$ cat config.mk
export PLATFORM = sky130hd
export DESIGN_NAME = clk_en_gen_flat
export DESIGN_NICKNAME = d
export VERILOG_FILES = /design/src/rtl/clk_en_gen_if.sv /design/src/rtl/clk_en_gen.sv /design/src/flat_wrapper.sv
export SDC_FILE = /design/constraint.sdc
export NUM_CORES = 1
export LEC_CHECK = 0
export ABC_AREA = 1
export BUFFER_PORTS_ARGS = -buffer_cell sky130_fd_sc_hd__buf_4
export CORE_MARGIN = 10
export CORE_UTILIZATION = 29
export DETAILED_ROUTE_END_ITERATION = 6
export GPL_TIMING_DRIVEN = 0
export PLACE_DENSITY = 0.56
export SKIP_CTS_REPAIR_TIMING = 1
export SLEW_MARGIN = 20
export SYNTH_ARGS = -nofsm -noshare
export SYNTH_HDL_FRONTEND = slang
export SYNTH_SLANG_ARGS = --single-unit
$ cat constraint.sdc
create_clock -name clk -period 1.7 [get_ports clk]
set_input_delay 0.255 -clock clk [delete_from_list [all_inputs] [get_ports clk]]
set_output_delay 0.255 -clock clk [all_outputs]
set_load 0.02 [all_outputs]
$ cat src/rtl/clk_en_gen_if.sv
// Config handshake bundle for clk_en_gen.
//   cfg_valid  master->slave  config request
//   cfg_ready  slave->master  request can be accepted this cycle
//   cfg_ch     master->slave  target channel index
//   cfg_inc    master->slave  new increment for the target channel
//   cfg_err    slave->master  one-cycle pulse after an out-of-range channel transfer
interface clk_en_gen_if #(
    parameter int ACC_W = 16
);
    logic             cfg_valid;
    logic             cfg_ready;
    logic [3:0]       cfg_ch;
    logic [ACC_W-1:0] cfg_inc;
    logic             cfg_err;

    modport master (output cfg_valid, cfg_ch, cfg_inc, input  cfg_ready, cfg_err);
    modport slave  (input  cfg_valid, cfg_ch, cfg_inc, output cfg_ready, cfg_err);
endinterface

$ cat src/rtl/clk_en_gen.sv
// Multi-channel fractional clock-enable generator.
// Each channel is a phase accumulator; the carry out of the add becomes a one-cycle
// tick and toggles a square wave. A post-reset lock counter holds all channels idle
// for LOCK_CYCLES cycles; increments are reprogrammed through a valid/ready handshake.
//   clk      system clock
//   rst      synchronous reset, active-high
//   ch_en    per-channel run enable
//   cfg      config handshake (slave side)
//   locked   lock sequence complete, channels running
//   tick     per-channel one-cycle enable pulse
//   clk_div  per-channel square wave, toggles on each tick

// One accumulator channel.
//   run_i       channels allowed to accumulate (locked)
//   en_i        channel enable
//   load_i      config transfer targeting this channel
//   load_inc_i  increment to load
//   tick_o      carry pulse
//   div_o       square wave
module clk_en_gen_ch #(
    parameter int               ACC_W       = 16,
    parameter logic [ACC_W-1:0] DEFAULT_INC = 16'h8000
) (
    input  logic             clk,
    input  logic             rst,
    input  logic             run_i,
    input  logic             en_i,
    input  logic             load_i,
    input  logic [ACC_W-1:0] load_inc_i,
    output logic             tick_o,
    output logic             div_o
);
    logic [ACC_W-1:0] acc_q;
    logic [ACC_W-1:0] inc_q;
    logic             tick_q;
    logic             div_q;
    logic [ACC_W:0]   sum_d;

    // Extra top bit of the sum is the wrap carry.
    assign sum_d = {1'b0, acc_q} + {1'b0, inc_q};

    always_ff @(posedge clk) begin
        if (rst) begin
            acc_q  <= '0;
            inc_q  <= DEFAULT_INC;
            tick_q <= 1'b0;
            div_q  <= 1'b0;
        end else if (load_i) begin
            // New increment restarts phase; the add of this cycle is dropped.
            inc_q  <= load_inc_i;
            acc_q  <= '0;
            tick_q <= 1'b0;
        end else if (run_i && en_i) begin
            acc_q  <= sum_d[ACC_W-1:0];
            tick_q <= sum_d[ACC_W];
            div_q  <= div_q ^ sum_d[ACC_W];
        end else begin
            // Disabled or still locking: phase and square wave hold.
            tick_q <= 1'b0;
        end
    end

    assign tick_o = tick_q;
    assign div_o  = div_q;
endmodule

module clk_en_gen #(
    parameter int               NUM_CH      = 2,
    parameter int               ACC_W       = 16,
    parameter int               LOCK_CYCLES = 16,
    parameter logic [ACC_W-1:0] DEFAULT_INC = 16'h8000
) (
    input  logic               clk,
    input  logic               rst,
    input  logic [NUM_CH-1:0]  ch_en,
    clk_en_gen_if.slave        cfg,
    output logic               locked,
    output logic [NUM_CH-1:0]  tick,
    output logic [NUM_CH-1:0]  clk_div
);
    localparam int CNT_W = (LOCK_CYCLES > 1) ? $clog2(LOCK_CYCLES) : 1;

    typedef enum logic {S_LOCK, S_RUN} state_t;

    state_t           state_q;
    logic [CNT_W-1:0] lock_cnt_q;
    logic             locked_q;
    logic             cfg_ready_q;
    logic             cfg_err_q;
    logic             xfer;
    logic             ch_ok;
    logic [NUM_CH-1:0] load;

    assign xfer  = cfg.cfg_valid & cfg_ready_q;
    assign ch_ok = (int'(cfg.cfg_ch) < NUM_CH);

    always_ff @(posedge clk) begin
        if (rst) begin
            state_q     <= S_LOCK;
            lock_cnt_q  <= '0;
            locked_q    <= 1'b0;
            cfg_ready_q <= 1'b0;
            cfg_err_q   <= 1'b0;
        end else begin
            // Ready drops for exactly the cycle after each transfer.
            cfg_ready_q <= ~xfer;
            cfg_err_q   <= xfer & ~ch_ok;
            case (state_q)
                S_LOCK: begin
                    if (lock_cnt_q == CNT_W'(LOCK_CYCLES - 1)) begin
                        state_q  <= S_RUN;
                        locked_q <= 1'b1;
                    end else begin
                        lock_cnt_q <= lock_cnt_q + 1'b1;
                    end
                end
                S_RUN: begin
                    locked_q <= 1'b1;
                end
                default: begin
                    state_q <= S_LOCK;
                end
            endcase
        end
    end

    assign cfg.cfg_ready = cfg_ready_q;
    assign cfg.cfg_err   = cfg_err_q;
    assign locked        = locked_q;

    for (genvar i = 0; i < NUM_CH; i++) begin : g_ch
        assign load[i] = xfer && (cfg.cfg_ch == 4'(i));

        clk_en_gen_ch #(
            .ACC_W       (ACC_W),
            .DEFAULT_INC (DEFAULT_INC)
        ) u_ch (
            .clk        (clk),
            .rst        (rst),
            .run_i      (locked_q),
            .en_i       (ch_en[i]),
            .load_i     (load[i]),
            .load_inc_i (cfg.cfg_inc),
            .tick_o     (tick[i]),
            .div_o      (clk_div[i])
        );
    end
endmodule

$ cat src/flat_wrapper.sv
// flat-port wrapper written by rule: the top's interface ports become plain ports
module clk_en_gen_flat 
#(
    parameter int               NUM_CH      = 2,
    parameter int               ACC_W       = 16,
    parameter int               LOCK_CYCLES = 16,
    parameter logic [ACC_W-1:0] DEFAULT_INC = 16'h8000
)
  (clk, rst, ch_en, locked, tick, clk_div, cfg_cfg_valid, cfg_cfg_ch, cfg_cfg_inc, cfg_cfg_ready, cfg_cfg_err);
  clk_en_gen_if #(.ACC_W(ACC_W)) cfg_i ();
  input  logic clk;
  input  logic rst;
  input  logic [NUM_CH-1:0] ch_en;
  output logic locked;
  output logic [NUM_CH-1:0] tick;
  output logic [NUM_CH-1:0] clk_div;
  input wire logic [$bits(cfg_i.cfg_valid)-1:0] cfg_cfg_valid;
  input wire logic [$bits(cfg_i.cfg_ch)-1:0] cfg_cfg_ch;
  input wire logic [$bits(cfg_i.cfg_inc)-1:0] cfg_cfg_inc;
  output wire logic [$bits(cfg_i.cfg_ready)-1:0] cfg_cfg_ready;
  output wire logic [$bits(cfg_i.cfg_err)-1:0] cfg_cfg_err;
  assign cfg_i.cfg_valid = cfg_cfg_valid;
  assign cfg_i.cfg_ch = cfg_cfg_ch;
  assign cfg_i.cfg_inc = cfg_cfg_inc;
  assign cfg_cfg_ready = cfg_i.cfg_ready;
  assign cfg_cfg_err = cfg_i.cfg_err;
  clk_en_gen #(.NUM_CH(NUM_CH), .ACC_W(ACC_W), .LOCK_CYCLES(LOCK_CYCLES), .DEFAULT_INC(DEFAULT_INC)) u_core (.clk(clk), .rst(rst), .ch_en(ch_en), .cfg(cfg_i), .locked(locked), .tick(tick), .clk_div(clk_div));
endmodule
==> impl_metrics.yaml <==
run_status:
  status: "complete, no violations"
floorplanning:
  core_um2: 15900
  core.rowCount: 46
  start_util_pct: 29.8
  die_w_um: 148
  die-area_um2: 21900
  ios: 32
  die_y_um: 148
worst_hold_path:
  hp-class: "in2reg"
  hold_path_depth: 3
  hp-start: "cfg_cfg_inc[15]"
  min_to: "u_core.g_ch[1].u_ch.inc_q[15]"
synthesis:
  syn_area_um2: 4750
  ys_seq_elements: 76
  yosysTopAreaCellShare_pct: 32.0
  ys_top_cells_by_area: "dfxtp_1 32%, nand2_1 16%, nor2_1 11%"
  synth_commonest_cells: "205 x nand2_1, 140 x nor2_1, 122 x inv_1"
  ys.flop_type: "dfxtp_1"
  netlist_instances: 754
  yosysMostFrequentCell: "nand2_1"
  synth_top_area_cell: "dfxtp_1"
  yosysSeqAreaShare_pct: 32.0
  syn_avg_cell_area_um2: 6.30
  ys.warnings.count: 0
  async_reset_ff_share_pct: 0
  synth_fp_nets: 814
  synth_edf_count: 0
  ys_types: 31
grt:
  grt_pass1_vias: 4089
  grt_pass1_wl_um: 19900
  antenna_found_initial: 0
  grt_max_degree: 15
  overflow: 0
  grt_use_total_pct: 11.2
routing:
  drt-wirelength-per-cell_um: 12.0
  vias: 4419
  ant_nets: 0
  routed_wl_um: 12300
  dr.first_iter.drc_count: 201
  drt-pass1-iter-count: 4
  drc: 0
  via_per_inst: 4.33
setup_path:
  r2r_setup_slack_ns: 0.006
  worstPathMaxFanout: 3
  rr_startpoint: "u_core.g_ch[0].u_ch.inc_q[0]"
  crit_path_end_kind: "register"
  crit_arrival_ns: 1.93
  r2r_cells: 12
  crit_type: "reg2reg"
  cp-start-kind: "register"
  r2r-end: "u_core.g_ch[0].u_ch.div_o"
  cp_data_required_time_ns: 1.93
clocking:
  cts-root-buf: "clkbuf_16"
  cts_tree: "built"
  clock-sinks: 76
  h-tree-depth: 3
  clockBufferDepth: 2
  clk_latency_ns: 0.34
  clk_pin_slew_ns: 0.07
  numCtsBuffers: 9
sta:
  finalHoldViolCount: 0
  slew_violations: 0
  fmax_mhz: 590
  finalClockSkew_ns: 0.0101
  maxSlewHeadroom_pct: 74.3
  tightestPinTransition_ns: 0.386
  final.period_utilization_pct: 99.7
  setup_tns_ns: 0
  layout_min_cycle_time_ns: 1.69
  finalSetupViolations: 0
  rsz0062_at_grt: "yes"
final_layout:
  fillers: 1709
  fin_nets: 859
  drive_above_1_share_pct: 16.8
  area_growth_pct: 23.5
  instances_no_fill: 1020
  n_antenna_cell: 0
power_and_ir_drop:
  power_density_nw_per_um2: 683
  ir_worst_vdd_v: 0.000432
  leakagePower_nw: 2.94
job:
  maxCapViolCount: 0
placement:
  portBuffers: 30
  gp_congestion: 0.811
  dp_hpwl_um: 9470
  placedCellCount: 1000
==> state kept, by name, summed over array words and instances (netlist names) <==
| name | cells |
|---|---|
| u_core.lock_cnt_q | 4 |
| u_core.state_q | 1 |
| u_core.g_ch.u_ch.div_o | 2 |
| u_core.g_ch.u_ch.tick_o | 2 |
| u_core.cfg.cfg_err | 1 |
| u_core.locked | 1 |
| u_core.g_ch.u_ch.acc_q | 32 |
| u_core.g_ch.u_ch.inc_q | 32 |
| u_core.cfg.cfg_ready | 1 |
==> report_power, final <==
part / switching, mW / leakage, nW / total, mW / internal (mW)
logic: 0.109 / 2.18 / 0.190 / 0.0805
registers: 0.0132 / 0.617 / 1.81 / 1.80
clock network: 0.817 / 0.142 / 2.00 / 1.19
==> worst max-delay path by stage <==
stage	from	endpoint	slack, ns	cells after the start
detailed placement	u_core.g_ch[0].u_ch.acc_q[0]	u_core.g_ch[0].u_ch.div_o	-0.14	12
global placement	u_core.g_ch[0].u_ch.acc_q[0]	u_core.g_ch[0].u_ch.div_o	-0.15	12
finish	u_core.g_ch[0].u_ch.inc_q[0]	u_core.g_ch[0].u_ch.div_o	0.006	12
floorplan	u_core.g_ch[0].u_ch.acc_q[0]	u_core.g_ch[0].u_ch.div_o	0.05	12
global route	u_core.g_ch[0].u_ch.inc_q[0]	u_core.g_ch[0].u_ch.div_o	-0.11	12
CTS	u_core.g_ch[0].u_ch.acc_q[0]	u_core.g_ch[0].u_ch.div_o	-0.16	12
==> cell usage in the layout (no fill, tap or decap), types with 3 or more instances in the layout <==
cell        instances
xnor2_1             4
ha_1               17
dfxtp_2             6
o21ai_0            39
clkinvlp_4          3
nand2_2            20
nor3_1              6
nand3_2             5
buf_6               3
nand2_1           187
clkbuf_16           9
a211oi_1            3
a21oi_2             7
clkbuf_1            3
a21oi_1            16
xor2_1              7
buf_4              41
inv_1             122
ha_4               12
ha_2                4
buf_2               7
nor2_1            139
dfxtp_1            69
nand3_1            47
==> routing by layer <==
metal | track usage, % | vias up | wire length (um)
met5 | 0 | - | 0
li1 | - | 2396 | -
met4 | 3.91 | 0 | 257
met3 | 2.69 | 13 | 369
met2 | 19.3 | 47 | 6050
met1 | 13.2 | 1963 | 5600
==> metrics by stage <==
| step | util [%] | power [mW] | instance area, um2 | hold WS, ns | setup slack (ns) |
|---|---|---|---|---|---|
| after detailed placement | 32.9 | 2.04 | 5240 | 0.461 | -0.139 |
| after floorplan | - | 1.94 | 4750 | 0.368 | 0.0534 |
| after global placement | 32.9 | 2.04 | 5240 | 0.458 | -0.147 |
| after CTS | 34.8 | 4.05 | 5550 | 0.146 | -0.158 |
| after global routing | 36.8 | 4.15 | 5870 | 0.162 | -0.107 |
| final | 36.8 | 4.00 | 5870 | 0.158 | 0.00574 |
==> cells by family (layout without fill, tap and decap cells) <==
family | count (synthesis) | after routing | synth area share [%]
XOR/XNOR | 11 | 11 | 2.03
AO/OA/AOI/OAI | 70 | 70 | 7.77
buffers and inverters | 147 | 197 | 12.9
adder cells (fa/ha/maj) | 35 | 35 | 9.54
AND/OR/NAND/NOR | 415 | 415 | 35.8
flip-flops | 76 | 76 | 32.0
==> cell type report <==
class | instances | area (um2) | area share [%]
multi-input combinational | 531 | 2890 | 49.2
sequential | 76 | 1530 | 26.1
inverter | 127 | 478 | 8.15
tap | 216 | 270 | 4.61
timing repair buffer | 34 | 255 | 4.35
clock buffer | 10 | 239 | 4.07
buffer | 20 | 133 | 2.26
clock inverter | 6 | 70.1 | 1.19
==> worst max-delay path, cell delays in order (launching register included) <==
cell and delay (ns):
dfxtp_2 0.34, ha_4 0.17, fa_2 0.39, nand3_2 0.10
nand3_2 0.09, nand2_2 0.07, nand2_2 0.06, nand2_2 0.10
nand2_2 0.05, nand2_2 0.08, nand2_1 0.05, nand2_1 0.05
nor2_1 0.03
Power figures use the tool's default switching activity.
